File: src/rtl/stream_unpack_pkg.sv
// Shared types and the generic left-streaming helper for stream_unpack_fifo.
package stream_unpack_pkg;

  localparam int unsigned MAX_W      = 64;
  localparam int unsigned IDX_W      = $clog2(MAX_W);
  localparam int unsigned FIELD_HI_W = 9;
  localparam int unsigned FIELD_LO_W = 7;

  typedef struct packed {
    logic [FIELD_HI_W-1:0] hi;
    logic [FIELD_LO_W-1:0] lo;
  } field_pair_t;

  // Equivalent of {<<s {word[w-1:0]}}: slice k (from the LSB) lands at MSB-side slot k,
  // a short remainder slice lands at the LSB end. Bits at and above w are returned as zero.
  function automatic logic [MAX_W-1:0] stream_rev(input logic [MAX_W-1:0] word,
                                                  input int unsigned w,
                                                  input int unsigned s);
    logic [MAX_W-1:0] res;
    int unsigned      k;
    int unsigned      wk;
    res = '0;
    for (int unsigned i = 0; i < MAX_W; i++) begin
      if (i < w) begin
        k  = i / s;
        wk = ((k + 1) * s <= w) ? s : w - k * s;
        res[IDX_W'((w + i) - (2 * k * s + wk))] = word[IDX_W'(i)];
      end
    end
    return res;
  endfunction

endpackage

File: src/rtl/stream_unpack_xform.sv
// Combinational word-to-field-pair transform used on the FIFO push path.
module stream_unpack_xform
  import stream_unpack_pkg::*;
#(
  parameter int unsigned IN_W     = 32,
  parameter int unsigned SLICE    = 5,
  parameter int unsigned HI_W     = FIELD_HI_W,
  parameter int unsigned HI_SLICE = 3,
  parameter int unsigned LO_W     = FIELD_LO_W
) (
  input  logic [IN_W-1:0] in_data,
  output field_pair_t     pair
);

  localparam int unsigned T_W = HI_W + LO_W;

  logic [T_W-1:0]  t;
  logic [HI_W-1:0] h;

  // Keep the top T_W bits of the slice-reversed word; the rest is dropped.
  assign t = T_W'(stream_rev(MAX_W'(in_data), IN_W, SLICE) >> (IN_W - T_W));
  assign h = t[T_W-1 -: HI_W];

  assign pair.hi = HI_W'(stream_rev(MAX_W'(h), HI_W, HI_SLICE));
  assign pair.lo = t[LO_W-1:0];

endmodule

File: src/rtl/stream_unpack_fifo.sv
// Valid/ready FIFO that stores unpacked field pairs of incoming words.
// Optional accepted-word counter port acc_cnt when STREAM_UNPACK_CNT_EN is defined.
module stream_unpack_fifo
  import stream_unpack_pkg::*;
#(
  parameter int unsigned IN_W     = 32,
  parameter int unsigned SLICE    = 5,
  parameter int unsigned HI_W     = FIELD_HI_W,
  parameter int unsigned HI_SLICE = 3,
  parameter int unsigned LO_W     = FIELD_LO_W,
  parameter int unsigned DEPTH    = 4
) (
  input  logic                     clk,
  input  logic                     rst_n,
  input  logic                     in_valid,
  output logic                     in_ready,
  input  logic [IN_W-1:0]          in_data,
  output logic                     out_valid,
  input  logic                     out_ready,
  output logic [HI_W-1:0]          out_hi,
  output logic [LO_W-1:0]          out_lo,
  output logic [$clog2(DEPTH):0]   level
`ifdef STREAM_UNPACK_CNT_EN
  ,
  output logic [15:0]              acc_cnt
`endif
);

  localparam int unsigned PTR_W = $clog2(DEPTH);
  localparam int unsigned LVL_W = PTR_W + 1;

  field_pair_t      mem [DEPTH];
  field_pair_t      wr_pair;
  logic [PTR_W-1:0] wr_ptr_q, rd_ptr_q;
  logic [LVL_W-1:0] level_q, level_d;
  logic             push, pop;

  stream_unpack_xform #(
    .IN_W    (IN_W),
    .SLICE   (SLICE),
    .HI_W    (HI_W),
    .HI_SLICE(HI_SLICE),
    .LO_W    (LO_W)
  ) u_xform (
    .in_data(in_data),
    .pair   (wr_pair)
  );

  assign in_ready  = (level_q != LVL_W'(DEPTH));
  assign out_valid = (level_q != '0);
  assign push      = in_valid & in_ready;
  assign pop       = out_valid & out_ready;
  assign level     = level_q;

  always_comb begin
    level_d = level_q;
    if (push && !pop) begin
      level_d = level_q + 1'b1;
    end else if (pop && !push) begin
      level_d = level_q - 1'b1;
    end
  end

  always_ff @(posedge clk or negedge rst_n) begin
    if (!rst_n) begin
      wr_ptr_q <= '0;
      rd_ptr_q <= '0;
      level_q  <= '0;
    end else begin
      level_q <= level_d;
      if (push) wr_ptr_q <= wr_ptr_q + 1'b1;
      if (pop)  rd_ptr_q <= rd_ptr_q + 1'b1;
    end
  end

  always_ff @(posedge clk) begin
    if (push) mem[wr_ptr_q] <= wr_pair;
  end

  // Storage is not reset, so force zeros while empty.
  assign out_hi = out_valid ? mem[rd_ptr_q].hi : '0;
  assign out_lo = out_valid ? mem[rd_ptr_q].lo : '0;

`ifdef STREAM_UNPACK_CNT_EN
  logic [15:0] cnt_q;

  always_ff @(posedge clk or negedge rst_n) begin
    if (!rst_n) begin
      cnt_q <= '0;
    end else if (push) begin
      cnt_q <= cnt_q + 16'd1;
    end
  end

  assign acc_cnt = cnt_q;
`endif

endmodule

File: config.mk
export PLATFORM = sky130hd
export DESIGN_NAME = stream_unpack_fifo
export DESIGN_NICKNAME = d
export VERILOG_FILES = /design/src/rtl/stream_unpack_pkg.sv /design/src/rtl/stream_unpack_xform.sv /design/src/rtl/stream_unpack_fifo.sv
export SDC_FILE = /design/constraint.sdc
export NUM_CORES = 1
export LEC_CHECK = 0
export ABC_CLOCK_PERIOD_IN_PS = 2100
export CAP_MARGIN = 20
export CORE_MARGIN = 3
export CORE_UTILIZATION = 40
export DETAILED_ROUTE_END_ITERATION = 12
export GPL_TIMING_DRIVEN = 0
export PLACE_DENSITY = 0.67
export SKIP_LAST_GASP = 1
export SYNTH_ARGS = -nofsm -noshare
export SYNTH_HDL_FRONTEND = slang
export SYNTH_SLANG_ARGS = --single-unit
File: constraint.sdc
create_clock -name clk -period 2.1 [get_ports clk]
set_input_delay 0.42 -clock clk [delete_from_list [all_inputs] [get_ports clk]]
set_output_delay 0.42 -clock clk [all_outputs]
set_load 0.01 [all_outputs]
==> results.sh <==
export IMPL_leakagePower_nw=1.35
export IMPL_placement_cell_area_um2=3400
export IMPL_synth_largest_area_cell="sky130_fd_sc_hd__edfxtp_1"
export IMPL_final_net_count=240
export IMPL_die_width_um=90.7
export IMPL_diodes=0
export IMPL_setup_violations=8
export IMPL_num_fill_cells=536
export IMPL_clk_latency_ps=330
export IMPL_power_density_cell_area_nw_per_um2=1520
export IMPL_flow_area_growth_from_synthesis_pct=31.7
export IMPL_period_share_pct=102
export IMPL_vias=1421
export IMPL_min_period_ps=2150
export IMPL_globalRouteTotalUtil_pct=13.1
export IMPL_core_region_area_um2=6870
export IMPL_synth_top_cells_by_area="sky130_fd_sc_hd__edfxtp_1, sky130_fd_sc_hd__mux4_1, sky130_fd_sc_hd__mux4_2"
export IMPL_die_height_um=90.7
export IMPL_slew_headroom_pct=69.4
export IMPL_finalMaxSlewViolations=0
export IMPL_number_of_maximum_capacitance_violations=0
export IMPL_critical_path_endpoint_type="output port"
export IMPL_vdd_ir_drop_max_uv=642
export IMPL_violations_in_the_final_reports="negative setup slack"
export IMPL_floorplan_io_pins=57
export IMPL_global_route_wire_length_before_repair_mm=8.18
export IMPL_finalWeightedCongestion=0.676
export IMPL_timing_final_hold_violations=0
export IMPL_antenna_found_initial=0
export IMPL_routed_wl_mm=5.20
export IMPL_fp_row_count=30
export IMPL_root_buffer="sky130_fd_sc_hd__clkbuf_8"
export IMPL_synthCells=137
export IMPL_final_skew_ps=8.02
export IMPL_worst_pin_slew_ps=459
export IMPL_post_route_cells_drive_above_1_share_pct=44.3
export IMPL_layoutNonFillerInstCount=299
export IMPL_globalRouteOverflowTotal=0
export IMPL_holdCritPathClass="in -> async"
export IMPL_postLayoutSetupSlackWorst_ps=-49.5
export IMPL_numPortBuffers=40
export IMPL_post_place_ws_ps=-318
export IMPL_cts_buffers_inserted=9
export IMPL_critPathLaunchType="flip-flop"
export IMPL_wl_per_cell_um=17.4
export IMPL_synth_seq_area_share_pct=73.1
export IMPL_dr_first_iter_drc_count=70
export IMPL_number_of_global_route_vias_before_repair=1584
export IMPL_dp_hpwl_mm=3.06
export IMPL_dp_cells=273
export IMPL_yosys_warnings=0
export IMPL_netlist_area_um2=2870
export IMPL_synthesis_nets=179
export IMPL_cts_sink_count=71
export IMPL_rsz0062_at_grt="yes"
export IMPL_worstSetupPathType="reg -> out"
export IMPL_initial_utilization_pct=41.8
export IMPL_cts_path_max_buffers=2
export IMPL_max_freq_mhz=465
export IMPL_status="finished with violations"
export IMPL_vias_per_cell=4.75
export IMPL_tritoncts="done"
export IMPL_clkTransAtPathRegs_ps=70
export IMPL_register_to_register_path_depth=8
export IMPL_critical_path_peak_fanout=6
export IMPL_grt_max_degree=17
export IMPL_fin_setup_tns_ps=-124
export IMPL_crit_arrival_ps=1730
export IMPL_detail_route_drc_violations=0
export IMPL_cp_required_ps=1680
export IMPL_final_antenna_net_count=0
export IMPL_post_synth_cell_area_avg_um2=21.0
export IMPL_dieArea_um2=8230
export IMPL_htreeDepth=3
export IMPL_synth_largest_type_area_fraction_pct=67.0
export IMPL_drt_pass1_iterations=4
export IMPL_ys_ff_latch=71
export IMPL_yosys_cell_types_count=19
export IMPL_final_area_um2=3780
## synthesized netlist by cell type (all sizes together)
library cell,count
edfxtp,64
and2,20
mux4,16
dfrtp,7
buf,6
ha,5
xnor2,4
inv,3
mux2,2
nand2,2
nor2,2
xor2,2
a21boi,1
fa,1
nand3,1
or3,1
## cells by family (layout without fill, tap and decap cells)
| family | count (synthesis) | in the layout | share of synthesized area, % |
|---|---|---|---|
| AO/OA/AOI/OAI | 1 | 1 | 0.392 |
| XOR/XNOR | 6 | 6 | 1.83 |
| adder cells (fa/ha/maj) | 6 | 6 | 2.88 |
| buffers and inverters | 9 | 75 | 2.18 |
| flip-flops | 71 | 71 | 73.1 |
| multiplexers | 18 | 18 | 14.4 |
| AND/OR/NAND/NOR | 26 | 26 | 5.27 |
## metrics by stage
stage	hold WS (ps)	total power, mW	util, %
after floorplan	124	3.20	-
after global placement	502	4.02	49.5
after detailed placement	524	4.10	49.5
after CTS	359	5.53	54.1
after global routing	367	6.07	55.0
final	364	5.76	55.0
## cell type report
type | count | area, um^2 | area share, %
Tap cell | 96 | 120 | 3.18
Buffer | 5 | 58.8 | 1.56
Clock buffer | 9 | 124 | 3.28
Inverter | 3 | 11.3 | 0.298
Timing Repair Buffer | 51 | 497 | 13.1
Sequential cell | 71 | 2100 | 55.5
Clock inverter | 7 | 111 | 2.95
Multi-Input combinational cell | 57 | 758 | 20.1
## worst max-delay path: stages, from the launching register on
cell	delay, ps
sky130_fd_sc_hd__dfrtp_1	340
sky130_fd_sc_hd__buf_6	140
sky130_fd_sc_hd__buf_12	130
sky130_fd_sc_hd__mux4_2	510
sky130_fd_sc_hd__and2_4	160
sky130_fd_sc_hd__buf_6	110
## worst paths after layout
path                             startpoint          end  slack, ps
worst max-delay path            rd_ptr_q[0]    out_hi[7]        -50
worst min-delay path                  rst_n  wr_ptr_q[1]        360
worst max register to register     level[2]     level[2]         90
worst min register to register  wr_ptr_q[1]  wr_ptr_q[1]        580
max in group asynchronous             rst_n     level[0]       1460
min in group clk                wr_ptr_q[1]  wr_ptr_q[1]        580
## layout by cell type, fill, tap and decap left out, types with 3 or more instances in the layout
| cell | n |
|---|---|
| sky130_fd_sc_hd__edfxtp_1 | 64 |
| sky130_fd_sc_hd__clkdlybuf4s50_1 | 23 |
| sky130_fd_sc_hd__and2_2 | 4 |
| sky130_fd_sc_hd__buf_6 | 17 |
| sky130_fd_sc_hd__ha_1 | 4 |
| sky130_fd_sc_hd__bufinv_16 | 3 |
| sky130_fd_sc_hd__buf_4 | 7 |
| sky130_fd_sc_hd__dfrtp_1 | 5 |
| sky130_fd_sc_hd__inv_1 | 3 |
| sky130_fd_sc_hd__mux4_2 | 16 |
| sky130_fd_sc_hd__buf_2 | 6 |
| sky130_fd_sc_hd__clkbuf_8 | 9 |
| sky130_fd_sc_hd__and2_4 | 12 |
| sky130_fd_sc_hd__xnor2_1 | 4 |
| sky130_fd_sc_hd__and2_1 | 4 |
## where the power goes
part | switching [mW] | total [mW] | internal [mW]
sequential | 0.0945 | 1.99 | 1.90
combinational | 1.06 | 2.52 | 1.46
clock | 0.469 | 1.25 | 0.780
total | 1.62 | 5.76 | 4.14
## layer usage
metal / up-vias / part of all wire [%] / global-route usage (%)
met5: - / 0 / 0
met4: 0 / 0.60 / 4.34
li1: 649 / - / -
met3: 4 / 2.8 / 3.92
met1: 744 / 42 / 15.4
met2: 24 / 55 / 23.0
## sequential cells by signal (all words and copies together) (netlist names)
name and count:
mem 64, level 3, rd_ptr_q 2, wr_ptr_q 2
## timing repair
action,in CTS,in global routing
buffers inserted,10,1
pin swaps,12,5
hold buffers,0,0
gates resized for setup,87,32
gates cloned,1,0
endpoints found under the setup margin,19,83
No activity file was read; power rests on OpenSTA's default activity.
